<file path="src/rtl/cia_eclk_sequencer_pkg.sv">
// Shared definitions for the CIA E-clock bus-cycle sequencer:
// FSM state encoding, E-clock phase indices and the default watchdog limit.
package cia_eclk_sequencer_pkg;

  typedef enum logic [2:0] {
    ST_IDLE  = 3'd0,
    ST_SYNC  = 3'd1,
    ST_VMA   = 3'd2,
    ST_EHIGH = 3'd3,
    ST_ACK   = 3'd4
  } state_t;

  // Phase at which SYNC may advance to VMA (last chance to join this E period)
  localparam int ECLK_VMA_IDX = 4;
  // Phase at which VMA advances to EHIGH (E rises on the following phase)
  localparam int ECLK_EHI_IDX = 5;
  // Phase during which the data strobe is active; the access ends here
  localparam int ECLK_STB_IDX = 9;

  localparam int WD_LIMIT_DEFAULT = 20;

endpackage

</file>
<file path="src/rtl/cia_eclk_sequencer_eclk_watchdog.sv">
// SYNC-state watchdog for the CIA E-clock sequencer. Counts cycles while
// 'run' is high and flags the last cycle before WD_LIMIT is reached, so the
// registered bus error lands exactly WD_LIMIT cycles after SYNC entry.
// Only instantiated when ECLK_WATCHDOG_EN is defined.
module eclk_watchdog
  import cia_eclk_sequencer_pkg::*;
#(
  parameter int WD_LIMIT = WD_LIMIT_DEFAULT
) (
  input  logic clk,
  input  logic reset_n,
  input  logic run,
  output logic timeout
);

  localparam int CNT_W = $clog2(WD_LIMIT + 1);
  localparam logic [CNT_W-1:0] CNT_MAX  = CNT_W'(WD_LIMIT);
  localparam logic [CNT_W-1:0] CNT_LAST = CNT_W'(WD_LIMIT - 1);

  logic [CNT_W-1:0] count_reg;

  // Count while waiting in SYNC; any other state clears it so each entry starts at 0
  always_ff @(posedge clk or negedge reset_n) begin
    if (!reset_n) begin
      count_reg <= '0;
    end else if (!run) begin
      count_reg <= '0;
    end else if (count_reg != CNT_MAX) begin
      count_reg <= count_reg + 1'b1;
    end
  end

  assign timeout = run && (count_reg == CNT_LAST);

endmodule

</file>
<file path="src/rtl/cia_eclk_sequencer.sv">
// CIA E-clock bus-cycle sequencer. Aligns a level request from the CPU bus
// interface to the ten-phase eclk pulse train and produces VMA, E, CIA select,
// read/write strobes and a one-cycle acknowledge. All outputs are registered
// from the next state, so each output window lines up with the eclk phases.
// Optional SYNC watchdog: define ECLK_WATCHDOG_EN.
module cia_eclk_sequencer
  import cia_eclk_sequencer_pkg::*;
#(
  parameter int WD_LIMIT = WD_LIMIT_DEFAULT
) (
  input  logic       clk,
  input  logic       reset_n,
  input  logic [9:0] eclk,
  input  logic       req,
  input  logic       rw,
  output logic       ack,
  output logic       berr,
  output logic       vma,
  output logic       e,
  output logic       cia_sel,
  output logic       cia_rd_stb,
  output logic       cia_wr_stb,
  output logic       busy
);

  state_t state_reg, state_next;
  logic   rw_q;
  logic   wd_timeout;

  logic ack_next, berr_next, vma_next, e_next;
  logic sel_next, rd_stb_next, wr_stb_next, busy_next;

  // Phases 0..3 carry no event for this sequencer
  logic unused_eclk;
  assign unused_eclk = ^eclk[ECLK_VMA_IDX-1:0];

`ifdef ECLK_WATCHDOG_EN
  eclk_watchdog #(
    .WD_LIMIT(WD_LIMIT)
  ) u_eclk_watchdog (
    .clk    (clk),
    .reset_n(reset_n),
    .run    (state_reg == ST_SYNC),
    .timeout(wd_timeout)
  );
`else
  localparam int unused_wd_limit = WD_LIMIT;
  assign wd_timeout = 1'b0;
`endif

  // State register; direction is captured once, when the request is accepted
  always_ff @(posedge clk or negedge reset_n) begin
    if (!reset_n) begin
      state_reg <= ST_IDLE;
      rw_q      <= 1'b0;
    end else begin
      state_reg <= state_next;
      if (state_reg == ST_IDLE && req) begin
        rw_q <= rw;
      end
    end
  end

  // Next-state logic: abort wins over phase match, phase match wins over timeout
  always_comb begin
    state_next = state_reg;
    case (state_reg)
      ST_IDLE:  if (req) state_next = ST_SYNC;
      ST_SYNC: begin
        if (!req)                    state_next = ST_IDLE;
        else if (eclk[ECLK_VMA_IDX]) state_next = ST_VMA;
        else if (wd_timeout)         state_next = ST_IDLE;
      end
      ST_VMA: begin
        if (!req)                    state_next = ST_IDLE;
        else if (eclk[ECLK_EHI_IDX]) state_next = ST_EHIGH;
      end
      ST_EHIGH: if (eclk[ECLK_STB_IDX]) state_next = ST_ACK;
      ST_ACK:   state_next = ST_IDLE;
      default:  state_next = ST_IDLE;
    endcase
  end

  // Output decode from next state; strobes look one phase ahead to hit phase 9
  always_comb begin
    vma_next    = (state_next == ST_VMA) || (state_next == ST_EHIGH);
    sel_next    = (state_next == ST_EHIGH);
    rd_stb_next = (state_next == ST_EHIGH) && eclk[ECLK_STB_IDX-1] && rw_q;
    wr_stb_next = (state_next == ST_EHIGH) && eclk[ECLK_STB_IDX-1] && !rw_q;
    ack_next    = (state_next == ST_ACK);
    busy_next   = (state_next != ST_IDLE);
    berr_next   = (state_reg == ST_SYNC) && req && !eclk[ECLK_VMA_IDX] && wd_timeout;
    e_next      = |eclk[ECLK_STB_IDX-1:ECLK_EHI_IDX];
  end

  // Output registers; reset clears every output immediately
  always_ff @(posedge clk or negedge reset_n) begin
    if (!reset_n) begin
      ack        <= 1'b0;
      berr       <= 1'b0;
      vma        <= 1'b0;
      e          <= 1'b0;
      cia_sel    <= 1'b0;
      cia_rd_stb <= 1'b0;
      cia_wr_stb <= 1'b0;
      busy       <= 1'b0;
    end else begin
      ack        <= ack_next;
      berr       <= berr_next;
      vma        <= vma_next;
      e          <= e_next;
      cia_sel    <= sel_next;
      cia_rd_stb <= rd_stb_next;
      cia_wr_stb <= wr_stb_next;
      busy       <= busy_next;
    end
  end

endmodule
</file>
<file path="config.mk">
export PLATFORM = sky130hd
export DESIGN_NAME = cia_eclk_sequencer
export DESIGN_NICKNAME = d
export VERILOG_FILES = /design/src/rtl/cia_eclk_sequencer_pkg.sv /design/src/rtl/cia_eclk_sequencer_eclk_watchdog.sv /design/src/rtl/cia_eclk_sequencer.sv
export SDC_FILE = /design/constraint.sdc
export NUM_CORES = 1
export LEC_CHECK = 0
export ABC_AREA = 1
export ABC_CLOCK_PERIOD_IN_PS = 3000
export CORE_MARGIN = 3
export CORE_UTILIZATION = 35
export DETAILED_ROUTE_END_ITERATION = 16
export DONT_BUFFER_PORTS = 1
export PLACE_DENSITY = 0.57
export SYNTH_ARGS = -nofsm -noshare
export SYNTH_HDL_FRONTEND = slang
export SYNTH_HIERARCHICAL = 1
export SYNTH_SLANG_ARGS = --single-unit
</file>
<file path="constraint.sdc">
create_clock -name clk -period 3 [get_ports clk]
set_input_delay 0.75 -clock clk [delete_from_list [all_inputs] [get_ports clk]]
set_output_delay 0.75 -clock clk [all_outputs]
set_load 0.02 [all_outputs]
</file>
# Word-level counts from Yosys, hierarchy flattened
# Cells that the tools add are included.
op_classes:
  n_eq_ne: 6
  muxes: 7
  reduce_logical: 9
op_table:
  columns: ["operator", "n"]
  rows:
  - ["3-bit two-way mux", 6]
  - ["3-bit by 2-bit equality test with 1-bit output, second input constant", 4]
  - ["3-bit case mux with 4 select lines", 1]
  - ["1-bit logical AND", 4]
  - ["4-bit OR reduction", 1]
  - ["3-bit by 1-bit equality test with 1-bit output, second input constant", 1]
  - ["3-bit equality test, second input constant", 1]
  - ["3-bit logical NOT", 1]
  - ["3-bit nonzero test", 1]
  - ["1-bit logical NOT", 1]
  - ["1-bit logical OR", 1]
word_totals:
  reg_bits: 11
  in_bits: 14
  out_inout_bits: 8
  wordCells: 31

# Longest topological paths before layout
logic_depth:
  word_depth: 6
  mapped_depth: 6
  depth_no_buf: 6

# Worst setup path after synthesis
# No wires, ideal clock.
synth_path:
  path_type: "input to register"
  from: "input port req"
  to: "register busy"
  setup_time_ns: 0.127
  arrival_time_ns: 1.163
  required_ns: 2.873
  slack_ns: 1.709
  cell_stages: 6
  path_buffers: 0
  cell_sequence: "inv_1 -> nor2_2 -> nand3_2 -> nand2_4 -> nor2_1 -> nand3_2"
synth_between:
  elab_chain_len: 3
  elab_cells_between_ends: 5
  classes_between: "mux: 4; reduce/logical: 1"
synth_rtl:
  columns: ["item", "line_no", "text"]
  rows:
  - ["from (decl)", "cia_eclk_sequencer.sv:14", "input logic req,"]
  - ["3-bit two-way mux, on equally long branches", "cia_eclk_sequencer.sv:75, cia_eclk_sequencer.sv:68, cia_eclk_sequencer.sv:70", null]
  - ["3-bit case mux with 4 select lines *", "cia_eclk_sequencer.sv:67", "case (state_reg)"]
  - ["3-bit nonzero test *", "cia_eclk_sequencer.sv:91", "busy_next = (state_next != ST_IDLE);"]
  - ["named net busy_next", "cia_eclk_sequencer.sv:31", "logic sel_next, rd_stb_next, wr_stb_next, busy_next;"]
  - ["to (signal assigned)", "cia_eclk_sequencer.sv:115", "busy <= busy_next;"]
  - ["to (decl)", "cia_eclk_sequencer.sv:23", "output logic busy"]
# The timed path passes the listed nets; every way through them passes the cells marked *.
# A chain may end at the register's enable or synchronous reset.

# Worst setup path after layout
layout_path:
  from: "register vma"
  to: "output port vma"
layout_lines:
  columns: ["item", "line_no", "text"]
  rows:
  - ["from (decl)", "cia_eclk_sequencer.sv:18", "output logic vma,"]
  - ["from (signal assigned)", "cia_eclk_sequencer.sv:110", "vma <= vma_next;"]
# No word-level cell between the ends.

==> impl_metrics.py <==
metrics = {
    "run_status": {
        "status": "complete, no violations",
    },
    "sta": {
        "rsz0062_at_grt": "no",
        "finalCritPeriodShare": 0.4846,
        "drv_slew": 0,
        "max_freq_ghz": 0.6879,
        "setup_viol": 0,
        "fin_tns_setup_ns": 0,
        "final_hold_viol_count": 0,
        "period_needed_ns": 1.454,
        "skew_ns": 0.004118,
        "holdWs_ns": 0.1766,
        "setup_ws_ns": 1.546,
    },
    "drt": {
        "drc": 0,
        "vias": 309,
        "ant_nets": 0,
        "drtIter0Drc": 3,
        "via_per_inst": 4.612,
        "first_pass_iters": 2,
        "routed_wl_um": 705,
        "wl_per_cell_um": 10.52,
    },
    "run": {
        "drv_cap": 0,
    },
    "critical_path": {
        "r2r-end": "busy",
        "critPathCaptureType": "primary output",
        "reg2reg_setup_slack_ns": 1.97,
        "crit_start": "vma",
        "reg2reg_from": "state_reg[2]",
        "r2r_cells": 5,
        "cp.depth": 0,
        "cp.required_ns": 2.25,
        "arrival_ns": 0.70,
        "crit_end": "vma",
        "worst-path-max-fanout": 1,
        "crit_type": "reg -> out",
        "cp-start-kind": "flip-flop",
    },
    "clock_tree": {
        "clock_latency_ns": 0.26,
        "cts_setup_buffers": 0,
        "cts_sinks": 11,
        "cts_tree": "done",
        "root_buffer": "clkbuf_4",
        "cts_buffer_depth": 2,
        "holdBufCountCts": 0,
        "h-tree-depth": 1,
        "numCtsBuffers": 3,
        "clkSlewWorstSetupHoldPaths_ns": 0.07,
        "cts_resized": 0,
    },
    "place": {
        "hpwl_um": 585.5,
        "placement.io_buffers": 0,
        "post-place-ws_ns": 1.636,
        "gp_congestion": 0.7031,
        "place_area_um2": 481.7,
    },
    "power_and_ir_drop": {
        "p_leak_nw": 0.2844,
        "power.total_uw": 459.6,
        "powerDensity_nw_per_um2": 904.8,
        "peakVddDrop_uv": 364.1,
    },
    "global_route": {
        "antenna_found_initial": 0,
        "grt_pass1_wl_um": 1131,
        "grt_max_degree": 12,
        "grt_busiest_layer": "met2",
        "use_met3": 0.09322,
        "use_met1": 0.08707,
        "grt_pass1_vias": 304,
        "gr-usage-met2": 0.1198,
        "grt_usage": 0.08333,
        "overflow": 0,
    },
    "synthesis": {
        "synthCells": 50,
        "avgSynthCellArea_um2": 9.434,
        "netlist_top_cells_area": "dfrtp_1 (58%), inv_1 (6.4%), nor2_1 (6.4%)",
        "ys.warnings.count": 6,
        "synth_area_um2": 471.7,
        "synth_top_family_by_area": "simple AND/OR/NAND/NOR gates",
        "synth_fa_ha_area_frac": 0,
        "yosys.area.top_type": "dfrtp_1",
        "synth.net_count": 64,
        "synth_xor_area_frac": 0,
        "synth_compound_area_frac": 0.03183,
        "synth.mux.area_fraction": 0,
        "ys_types": 15,
        "synth_top_area_share": 0.5836,
        "synth-simple-area-share": 0.2812,
        "ys_seq_area_frac": 0.5836,
        "synth_seq_cells": 11,
    },
    "cells_and_area": {
        "layout.nets": 68,
        "drive_gt1_frac": 0.2642,
        "antennaDiodeCount": 0,
        "area_delta_synth_final_pct": 7.692,
        "largest_reg_flops": 3,
        "final_area_um2": 508.0,
    },
    "floorplan": {
        "rows": 12,
        "die_h_um": 42.71,
        "ios": 22,
        "die-area_um2": 1824,
        "start_util": 0.3977,
        "coreArea_um2": 1186,
        "die_w_um": 42.71,
    },
    "hold_path": {
        "hold_path.class": "in -> async",
    },
}
## through the flow
step           cells    util
2_1_floorplan     50       -
3_3_place_gp      63  0.4061
3_5_place_dp      63  0.4061
4_1_cts           67  0.4283
5_1_grt           67  0.4283
6_report          67  0.4283
## logic make-up (layout without fill, tap and decap cells)
kind of cell | after synthesis | count (layout)
compound gates | 3 | 3
buf+inv | 11 | 14
flops | 11 | 11
other cells | 1 | 1
simple gates | 24 | 24
## area by class of cell
class                           instances  area (um2)
Clock buffer                            4       26.28
Sequential cell                        11       275.3
Tap cell                               14       17.52
Inverter                               10       37.54
Fill cell                             117       678.2
Multi-Input combinational cell         28       151.4
## layout by cell type (no fill, tap or decap)
cell type | synthesis | final
dfrtp_1 | 11 | 11
nor2_1 | 8 | 8
inv_1 | 8 | 8
nand2_1 | 6 | 6
nor2_2 | 3 | 3
clkbuf_4 | 0 | 3
inv_2 | 2 | 2
nand2_2 | 2 | 2
a21oi_1 | 2 | 2
nand3_2 | 2 | 2
o21ai_0 | 1 | 1
nor2_4 | 1 | 1
nand2_4 | 1 | 1
nand4_1 | 1 | 1
conb_1 | 1 | 1
clkbuf_1 | 0 | 1
## how the worst min path moves through the flow
| stage | endpoint | slack [ns] | cells after the start |
|---|---|---|---|
| floorplan | cia_wr_stb | 0.40 | 1 |
| finish | e | 0.18 | 0 |
| CTS | e | 0.17 | 0 |
| global placement | cia_wr_stb | 0.41 | 1 |
| global route | state_reg[0] | 0.16 | 0 |
| detailed placement | cia_wr_stb | 0.41 | 1 |
## where the power goes
part	switching (mW)	internal, mW	total (mW)
logic	0.0741	0.0417	0.116
clock network	0.0447	0.0513	0.0960
registers	0.0565	0.191	0.248
total	0.175	0.284	0.460
## routing by layer
metal	up-vias	part of all wire
li1	153	-
met1	140	0.37
met2	16	0.46
met3	0	0.17
met4	0	0
met5	-	0
## Yosys cell counts, drive strengths merged
cell and number:
a21oi 2, nand2 9, conb 1, nand3 2
nor2 12, nand4 1, buf 1, o21ai 1
dfrtp 11, inv 10
(Power assumes the default switching activity.)
